--- src/rtl/prewish_debounce_sched_if.sv ---
// Report/command handshake bundle for the prewish debounce scheduler.
// The controller side is the master; the scheduler is the slave.
interface prewish_debounce_sched_if;
  logic       stb_i;
  logic [7:0] dat_i;
  logic       stb_o;
  logic [7:0] dat_o;
  logic       ack_i;

  modport master (output stb_i, dat_i, ack_i, input stb_o, dat_o);
  modport slave  (input stb_i, dat_i, ack_i, output stb_o, dat_o);
endinterface

--- src/rtl/prewish_debounce_sched.sv ---
// Shared debounce scheduler: one compare/count engine walks all button channels per tick.
// Optional debug heartbeat on o_alive is enabled with `define PREWISH_DBSCHED_ALIVE_EN.
module prewish_debounce_sched #(
  parameter int         NUM_BTN        = 4,
  parameter int         TICK_BITS      = 20,
  parameter logic [3:0] DB_LEN_DEFAULT = 4'd4
) (
  input  logic                      clk,
  input  logic                      reset,
  input  logic [NUM_BTN-1:0]        iN_button,
  prewish_debounce_sched_if.slave   bus,
  output logic                      o_alive
);

  typedef enum logic {IDLE, SCAN} state_t;

  state_t                   state_q;
  logic [2:0]               ch_q;

  logic [NUM_BTN-1:0]       sync1_q, sync1_d, sync2_q, sync2_d, sample;
  logic [TICK_BITS-1:0]     tick_ct_q, tick_ct_d;
  logic                     tick;

  logic [NUM_BTN-1:0]       stable_q, stable_d;
  logic [NUM_BTN-1:0][3:0]  cnt_q, cnt_d;
  logic [NUM_BTN-1:0]       pend_q, pend_d, pend_set, pend_clr;
  logic [NUM_BTN-1:0]       mask_q, mask_d;
  logic [3:0]               db_len_q, db_len_d;
  logic                     stat_pend_q, stat_pend_d, stat_set, stat_clr;

  logic                     stb_o_q, stb_o_d;
  logic [7:0]               dat_o_q, dat_o_d;
  logic                     rpt_stat_q, rpt_stat_d;
  logic [2:0]               rpt_ch_q, rpt_ch_d;
  logic [2:0]               last_q, last_d;

  logic                     found;
  logic [2:0]               gnt;
  logic                     gnt_stable;
  logic [7:0]               stat_byte;

  assign sample = ~sync2_q;
  assign tick   = &tick_ct_q;

  // Channel walk: enter SCAN on a tick, step one channel per cycle, then idle.
  always_ff @(posedge clk) begin
    if (reset) begin
      state_q <= IDLE;
      ch_q    <= 3'd0;
    end else begin
      case (state_q)
        IDLE: begin
          if (tick) begin
            state_q <= SCAN;
            ch_q    <= 3'd0;
          end
        end
        SCAN: begin
          if (ch_q == 3'(NUM_BTN - 1)) begin
            state_q <= IDLE;
            ch_q    <= 3'd0;
          end else begin
            ch_q <= ch_q + 3'd1;
          end
        end
        default: begin
          state_q <= IDLE;
          ch_q    <= 3'd0;
        end
      endcase
    end
  end

  always_comb begin
    sync1_d     = iN_button;
    sync2_d     = sync1_q;
    tick_ct_d   = tick_ct_q + TICK_BITS'(1);
    stable_d    = stable_q;
    cnt_d       = cnt_q;
    mask_d      = mask_q;
    db_len_d    = db_len_q;
    stb_o_d     = stb_o_q;
    dat_o_d     = dat_o_q;
    rpt_stat_d  = rpt_stat_q;
    rpt_ch_d    = rpt_ch_q;
    last_d      = last_q;
    pend_set    = '0;
    pend_clr    = '0;
    stat_set    = 1'b0;
    stat_clr    = 1'b0;
    found       = 1'b0;
    gnt         = 3'd0;
    gnt_stable  = 1'b0;
    stat_byte   = '0;
    stat_byte[NUM_BTN-1:0] = stable_q;
    stat_byte[7]           = 1'b1;

    // Shared engine: only the channel selected by ch_q is evaluated this cycle.
    for (int i = 0; i < NUM_BTN; i++) begin
      if (state_q == SCAN && ch_q == 3'(i)) begin
        if (sample[i] == stable_q[i]) begin
          cnt_d[i] = 4'd0;
        end else if (({1'b0, cnt_q[i]} + 5'd1) >= {1'b0, db_len_q}) begin
          stable_d[i] = sample[i];
          cnt_d[i]    = 4'd0;
          pend_set[i] = ~mask_q[i];
        end else begin
          cnt_d[i] = cnt_q[i] + 4'd1;
        end
      end
    end

    if (bus.stb_i) begin
      case (bus.dat_i[7:6])
        2'b00:   db_len_d = (bus.dat_i[3:0] == 4'd0) ? 4'd1 : bus.dat_i[3:0];
        2'b01:   mask_d   = bus.dat_i[NUM_BTN-1:0];
        2'b10:   stat_set = 1'b1;
        default: ;
      endcase
    end

    // Round-robin search begins just after the last channel that was reported.
    for (int off = 1; off <= NUM_BTN; off++) begin
      for (int j = 0; j < NUM_BTN; j++) begin
        if (!found && pend_q[j] && j == ((int'(last_q) + off) % NUM_BTN)) begin
          found      = 1'b1;
          gnt        = 3'(j);
          gnt_stable = stable_q[j];
        end
      end
    end

    if (stb_o_q) begin
      if (bus.ack_i) begin
        stb_o_d = 1'b0;
        if (rpt_stat_q) begin
          stat_clr = 1'b1;
        end else begin
          for (int j = 0; j < NUM_BTN; j++) begin
            if (rpt_ch_q == 3'(j)) pend_clr[j] = 1'b1;
          end
        end
      end
    end else if (stat_pend_q) begin
      stb_o_d    = 1'b1;
      rpt_stat_d = 1'b1;
      dat_o_d    = stat_byte;
    end else if (found) begin
      stb_o_d    = 1'b1;
      rpt_stat_d = 1'b0;
      rpt_ch_d   = gnt;
      last_d     = gnt;
      dat_o_d    = {1'b0, gnt_stable, 3'b000, gnt};
    end

    // A set landing in the same cycle as the ack clear survives, so the item is re-reported.
    pend_d      = (pend_q & ~pend_clr) | pend_set;
    stat_pend_d = (stat_pend_q & ~stat_clr) | stat_set;
  end

  always_ff @(posedge clk) begin
    if (reset) begin
      sync1_q     <= '1;
      sync2_q     <= '1;
      tick_ct_q   <= '0;
      stable_q    <= '0;
      cnt_q       <= '0;
      pend_q      <= '0;
      mask_q      <= '0;
      db_len_q    <= DB_LEN_DEFAULT;
      stat_pend_q <= 1'b0;
      stb_o_q     <= 1'b0;
      dat_o_q     <= 8'h00;
      rpt_stat_q  <= 1'b0;
      rpt_ch_q    <= 3'd0;
      last_q      <= 3'(NUM_BTN - 1);
    end else begin
      sync1_q     <= sync1_d;
      sync2_q     <= sync2_d;
      tick_ct_q   <= tick_ct_d;
      stable_q    <= stable_d;
      cnt_q       <= cnt_d;
      pend_q      <= pend_d;
      mask_q      <= mask_d;
      db_len_q    <= db_len_d;
      stat_pend_q <= stat_pend_d;
      stb_o_q     <= stb_o_d;
      dat_o_q     <= dat_o_d;
      rpt_stat_q  <= rpt_stat_d;
      rpt_ch_q    <= rpt_ch_d;
      last_q      <= last_d;
    end
  end

  assign bus.stb_o = stb_o_q;
  assign bus.dat_o = dat_o_q;

`ifdef PREWISH_DBSCHED_ALIVE_EN
  logic alive_q, alive_d;

  always_comb begin
    alive_d = alive_q;
    if (tick) alive_d = ~alive_q;
  end

  always_ff @(posedge clk) begin
    if (reset) alive_q <= 1'b0;
    else       alive_q <= alive_d;
  end

  assign o_alive = alive_q;
`else
  assign o_alive = 1'b0;
`endif

endmodule
--- src/flat_wrapper.sv ---
// flat-port wrapper written by rule: the top's interface ports become plain ports
module prewish_debounce_sched_flat 
#(
  parameter int         NUM_BTN        = 4,
  parameter int         TICK_BITS      = 20,
  parameter logic [3:0] DB_LEN_DEFAULT = 4'd4
)
  (clk, reset, iN_button, o_alive, bus_stb_i, bus_dat_i, bus_ack_i, bus_stb_o, bus_dat_o);
  prewish_debounce_sched_if bus_i ();
  input  logic clk;
  input  logic reset;
  input  logic [NUM_BTN-1:0] iN_button;
  output logic o_alive;
  input wire logic [$bits(bus_i.stb_i)-1:0] bus_stb_i;
  input wire logic [$bits(bus_i.dat_i)-1:0] bus_dat_i;
  input wire logic [$bits(bus_i.ack_i)-1:0] bus_ack_i;
  output wire logic [$bits(bus_i.stb_o)-1:0] bus_stb_o;
  output wire logic [$bits(bus_i.dat_o)-1:0] bus_dat_o;
  assign bus_i.stb_i = bus_stb_i;
  assign bus_i.dat_i = bus_dat_i;
  assign bus_i.ack_i = bus_ack_i;
  assign bus_stb_o = bus_i.stb_o;
  assign bus_dat_o = bus_i.dat_o;
  prewish_debounce_sched #(.NUM_BTN(NUM_BTN), .TICK_BITS(TICK_BITS), .DB_LEN_DEFAULT(DB_LEN_DEFAULT)) u_core (.clk(clk), .reset(reset), .iN_button(iN_button), .bus(bus_i), .o_alive(o_alive));
endmodule
--- config.mk ---
export PLATFORM = sky130hd
export DESIGN_NAME = prewish_debounce_sched_flat
export DESIGN_NICKNAME = d
export VERILOG_FILES = /design/src/rtl/prewish_debounce_sched_if.sv /design/src/rtl/prewish_debounce_sched.sv /design/src/flat_wrapper.sv
export SDC_FILE = /design/constraint.sdc
export NUM_CORES = 1
export LEC_CHECK = 0
export BUFFER_PORTS_ARGS = -buffer_cell sky130_fd_sc_hd__buf_2
export CAP_MARGIN = 20
export CORE_MARGIN = 3
export CORE_UTILIZATION = 50
export CTS_CLUSTER_DIAMETER = 30
export DETAILED_ROUTE_END_ITERATION = 10
export HOLD_SLACK_MARGIN = 0.08
export PLACE_DENSITY = 0.76
export SYNTH_ARGS = -nofsm -noshare
export SYNTH_HDL_FRONTEND = slang
export SYNTH_SLANG_ARGS = --single-unit
export TNS_END_PERCENT = 10
--- constraint.sdc ---
create_clock -name clk -period 2.29 [get_ports clk]
set_input_delay 0.3435 -clock clk [delete_from_list [all_inputs] [get_ports clk]]
set_output_delay 0.3435 -clock clk [all_outputs]
set_load 0.1 [all_outputs]
# After elaboration in Yosys (flattened, before gate mapping)
# Cells that the tools add are included.
dict set report word_totals {
  ff_bits 79
  latch_bits 0
  mem_bits_rw 0
  romBits 0
  inputBits 16
  out_inout_bits 10
  wordCells 253
  n_memories 0
}
dict set report classes {
  addsub 14
  n_mul 0
  div 0
  magnitude_cmp 4
  eq_ne 25
  shifts 0
  muxes 94
  n_bitwise 22
  n_reduce_logical 72
}
# operator n
set ops {}
lappend ops {{32-bit logical NOT} 4}
lappend ops {{1-bit two-way mux} 62}
lappend ops {{4-bit two-way mux} 12}
lappend ops {{1-bit logical AND} 35}
lappend ops {{2-bit two-way mux} 14}
lappend ops {{3-bit equality test (first input constant)} 8}
lappend ops {{20-bit by 1-bit adder with 20-bit output (second input constant)} 1}
lappend ops {{4-bit by 1-bit adder with 5-bit output (second input constant)} 4}
lappend ops {{5-bit by 4-bit >= comparator with 1-bit output} 4}
lappend ops {{20-bit AND reduction} 1}
lappend ops {{4-bit by 1-bit adder with 4-bit output (second input constant)} 4}
lappend ops {{8-bit two-way mux} 2}
lappend ops {{1-bit logical NOT} 15}
lappend ops {{3-bit AND reduction} 5}
lappend ops {{2-bit by 3-bit equality test with 1-bit output (first input constant)} 4}
lappend ops {{1-bit NOT} 12}
lappend ops {{4-bit NOT} 2}
lappend ops {{2-bit OR reduction} 4}
lappend ops {{2-bit equality test (second input constant)} 3}
lappend ops {{3-bit by 2-bit equality test with 1-bit output (second input constant)} 2}
lappend ops {{3-bit logical NOT} 2}
lappend ops {{3-bit two-way mux} 2}
lappend ops {{3-bit case mux with 2 select lines} 1}
lappend ops {{2-bit AND reduction} 3}
lappend ops {{other kinds (16)} 25}

# Longest topological paths before layout
dict set report logic_depth {
  ltp_word 69
  depth_mapped 8
  mapped_depth_nobuf 8
}

# Worst setup path before layout
# OpenSTA, ideal clock, no wires.
dict set report synth_timing {
  path_type {reg2reg}
  startpoint {register u_core.stb_o_q (netlist: u_core.bus.stb_o)}
  endpoint {register u_core.dat_o_q[6] (netlist: u_core.bus.dat_o[6])}
  setup_time_ns 0.058
  t_arrival_ns 1.967
  t_required_ns 2.232
  setup_slack_ns 0.265
  path_stages_with_launch 7
  path_buffers 2
  synth_period_minus_slack_ns 2.025
  path_cell_list {dfxtp_1 clkbuf_1 a21o_1 buf_6 a222oi_1 a221oi_1 o21a_1}
}
dict set report synth_between {
  elab_chain_len 2
}
# element line_no
set synth_lines {}
lappend synth_lines {{start, declared} prewish_debounce_sched.sv:31} ;# logic stb_o_q, stb_o_d;
lappend synth_lines {{start signal, assigned} prewish_debounce_sched.sv:187} ;# stb_o_q <= stb_o_d;
lappend synth_lines {{1-bit NOT (no source line)} --}
lappend synth_lines {{2-bit AND reduction (no source line)} --}
lappend synth_lines {{end signal, assigned} prewish_debounce_sched.sv:188} ;# dat_o_q <= dat_o_d;
lappend synth_lines {{end, declared} prewish_debounce_sched.sv:32} ;# logic [7:0] dat_o_q, dat_o_d;
# Every way passes these cells.
# A chain may end at the register's enable or synchronous reset.

# Final worst setup path
dict set report layout_timing {
  startpoint {register u_core.cnt_q[8] (netlist bit)}
  endpoint {register u_core.stable_q[2]}
}
dict set report layout_between {
  elab_chain_len 3
}
# element line_no
set layout_lines {}
lappend layout_lines {{start, declared} prewish_debounce_sched.sv:25} ;# logic [NUM_BTN-1:0][3:0] cnt_q, cnt_d;
lappend layout_lines {{start signal, assigned} prewish_debounce_sched.sv:182} ;# cnt_q <= cnt_d;
lappend layout_lines {{4-bit by 1-bit adder with 5-bit output} prewish_debounce_sched.sv:103} ;# end else if (({1'b0, cnt_q[i]} + 5'd1) >= {1'b0, db_len_q}) begin
lappend layout_lines {{5-bit by 4-bit >= comparator with 1-bit output} prewish_debounce_sched.sv:103}
lappend layout_lines {{3-bit AND reduction (no source line)} --}
lappend layout_lines {{end signal, assigned} prewish_debounce_sched.sv:181} ;# stable_q <= stable_d;
lappend layout_lines {{end, declared} prewish_debounce_sched.sv:24} ;# logic [NUM_BTN-1:0] stable_q, stable_d;
# Every way passes these cells.

==> impl_metrics.yaml <==
status:
  outcome: "finished clean"
pwr:
  p_clk_frac: 0.432
  power.leakage_uw: 0.00174
  combPwrFrac: 0.057
  pwr_density_cell_mw_per_mm2: 608
  peakVddDrop_mv: 0.423
  p_seq_frac: 0.511
  power_switching_uw: 650
  intPower_uw: 2010
  p_sw_frac: 0.245
cts:
  clockBufferDepth: 2
  ctsRootBufferMaster: "clkbuf_8"
  cts_tree: "built"
  cts_inserted_buffers: 9
  cts_sinks: 76
  clk_pin_slew_ns: 0.08
  clk_latency_ns: 0.35
  htreeDepth: 3
final_layout:
  nFillCells: 636
  fin_nets: 516
  diodes: 0
  layout-drive-gt1-share: 0.135
  area.growth.synth_to_final_pct: 10.4
  instances_no_fill: 579
flow_run:
  drv_cap: 0
placed_design:
  pre_cts_slack_ns: 0.161
  dp_hpwl_um: 5950
  dp.cells: 563
  place_congestion: 0.879
  portBuffers: 20
worst_setup_path:
  cp_data_required_time_ns: 2.57
  path_max_fanout: 4
  cp-end-kind: "flip-flop"
  cp-start-kind: "flip-flop"
  crit_arrival_ns: 2.41
  critPathMaxStageDelay_ns: 0.36
  path_cells: "ha_1, nor2b_1, or2_2, ha_1, a211oi_1, o21ai_0, and4_1, nor3_1"
  path_common_cell: "ha_1"
  cp_slowest_cell: "dfxtp_1"
  cp_top_family: "simple AND/OR/NAND/NOR gates"
  path_buf_inv: 0
  critical_path_class: "flip-flop to flip-flop"
logic_synthesis:
  ys_ff_latch: 76
  synth_area_mm2: 0.00396
  async_reset_ff_frac: 0
  synth_edf_count: 0
  syn_avg_cell_area_um2: 8.69
  yosys_warnings: 0
  netlist_instances: 456
  ys_types: 56
  synth_seq_area_share: 0.384
  synth_ff_type: "dfxtp_1"
timing:
  skew_ns: 0.00894
  min_period_ns: 2.14
  finalCritPeriodShare: 0.934
  relSlewSlack: 0.597
  rsz0062_at_grt: "false"
  fin_tns_setup_ns: 0
  finalSetupViolCount: 0
  fmax_ghz: 0.467
  max_slew.worst_pin.slew_ns: 0.604
  finalHoldViolations: 0
  fin_ws_ns: 0.150
  final_max_slew_viol_count: 0
die:
  core_region_area_mm2: 0.00749
  floorplan.die.width_um: 95.0
  fp-row-count: 31
  dieArea_mm2: 0.00903
  initial_utilization: 0.529
  die_h_um: 95.0
  boundaryPins: 26
routing:
  vias_per_cell: 5.69
  routed_wl_um: 8200
  drc: 0
  wl_per_cell_um: 14.2
  first_pass_iters: 7
  num_vias: 3292
  drtIter0Drc: 138
  drt.antenna.violating_nets: 0
min_path:
  min_path_type: "input pin to flip-flop"
grt:
  grt_usage: 0.200
  grt_max_degree: 35
  antenna_found_initial: 0
  grt_pass1_wl_um: 14300
  grt_remaining_overflow: 0
  first_global_vias: 3269
## metrics by stage
stage          area, um^2  total power [uW]   util  hold slack, ns
2_1_floorplan        3970              1500      -           0.389
3_3_place_gp         4150              1530  0.554           0.397
3_5_place_dp         4150              1540  0.554           0.396
4_1_cts              4370              2680  0.584           0.156
5_1_grt              4370              2750  0.584           0.162
6_report             4370              2660  0.584           0.172
## power groups by stage
| stage | Clock, uW | Combinational [uW] | Sequential (uW) |
|---|---|---|---|
| 5_1_grt | 1220 | 167 | 1360 |
| 3_3_place_gp | 0 | 147 | 1390 |
| 6_report | 1150 | 151 | 1360 |
| 4_1_cts | 1170 | 151 | 1360 |
| 2_1_floorplan | 0 | 103 | 1400 |
| 3_5_place_dp | 0 | 151 | 1390 |
## Yosys cell counts (3+ instances only)
library cell	instances	area, um^2
nand2_1	28	105
a22oi_1	9	67.6
inv_1	13	48.8
nand2b_1	8	50.1
nand4_1	8	50.1
clkbuf_1	13	48.8
mux2i_1	9	90.1
o21ai_0	10	50.1
a211oi_1	6	45.0
dfxtp_1	76	1520
a311oi_1	3	26.3
and3_1	6	37.5
nor3_1	13	65.1
ha_1	25	313
buf_2	5	25.0
nand3_1	15	75.1
o21ai_1	8	40.0
xor2_1	9	78.8
nand3b_1	4	30.0
and4_1	6	52.6
xnor2_1	16	140
nor2_1	55	206
a21oi_1	25	125
o21a_1	3	22.5
a31oi_1	12	75.1
or2_2	12	75.1
nor2b_1	15	93.8
a221oi_1	3	26.3
buf_4	4	30.0
## cells in the final DEF (no fill, tap or decap), drive strengths merged, types with 4 or more instances in the layout
cell type  count
a211oi         6
a21oi         25
a22oi          9
a31oi         12
and3           6
and4           6
buf           29
clkbuf         9
dfxtp         76
ha            25
inv           15
mux2i          9
nand2         28
nand2b         8
nand3         15
nand3b         4
nand4          8
nor2          55
nor2b         15
nor3          13
o21ai         18
or2           13
xnor2         16
xor2           9
## registers in the layout (all words and copies together) (netlist names)
name and flops:
u_core.sync1_q 4, u_core.sync2_q 4, u_core.bus.dat_o 6, u_core.stat_pend_q 1
u_core.ch_q 3, u_core.last_q 2, u_core.state_q 1, u_core.cnt_q 16
u_core.pend_q 4, u_core.db_len_q 4, u_core.stable_q 4, u_core.tick_ct_q 20
u_core.bus.stb_o 1, u_core.mask_q 4, u_core.rpt_ch_q 2
## what timing repair did
item / CTS / global route
resized for setup: 0 / 2
hold buffers: 0 / 0
setup buffers: 0 / 0
setup endpoints to repair: 0 / 3
## kinds of logic (layout without fill, tap and decap cells)
family	count (synthesis)	count (layout)	synth area share
xor+xnor	25	25	0.0553
flops	76	76	0.384
mux	10	10	0.0256
buf+inv	36	58	0.0414
compound gates	97	97	0.159
fa+ha+maj	25	25	0.0789
simple gates	186	186	0.255
other cells	1	3	0.000946
## worst reg2reg max path, stage by stage, from the launching register on
cell      delay (ns)
dfxtp_1         0.36
ha_1            0.24
nor2b_1         0.15
or2_2           0.27
ha_1            0.21
a211oi_1        0.27
o21ai_0         0.21
and4_1          0.24
nor3_1          0.12
## path summary, 6_finish.rpt
check / start / end / slack (ns) / cells past startpoint
setup / recovery: u_core.cnt_q[8]$_SDFFE_PP0P_ / u_core.stable_q[2]$_SDFFE_PP0P_ / 0.15 / 8
hold / removal: iN_button[2] / u_core.sync1_q[2]$_SDFF_PP1_ / 0.17 / 2
setup reg to reg: u_core.cnt_q[8]$_SDFFE_PP0P_ / u_core.stable_q[2]$_SDFFE_PP0P_ / 0.15 / 8
hold reg to reg: u_core.sync1_q[1]$_SDFF_PP1_ / u_core.sync2_q[1]$_SDFF_PP1_ / 0.41 / 1
## layer usage
layer | global-route usage | part of all wire | up-vias
met3 | 0.0458 | 0.046 | 15
met4 | 0.0877 | 0.018 | 0
met1 | 0.253 | 0.47 | 1551
li1 | - | - | 1658
met5 | 0 | 0 | -
met2 | 0.326 | 0.47 | 68
## area by class of cell
class,count,area [um^2],share of cell area
clock buffer,9,124,0.0283
clock inverter,7,98.8,0.0226
timing repair buffer,29,168,0.0383
sequential,76,1520,0.348
tap,99,124,0.0283
multi-input combinational,346,2290,0.523
inverter,13,48.8,0.0112
Power figures use the tool's default switching activity.
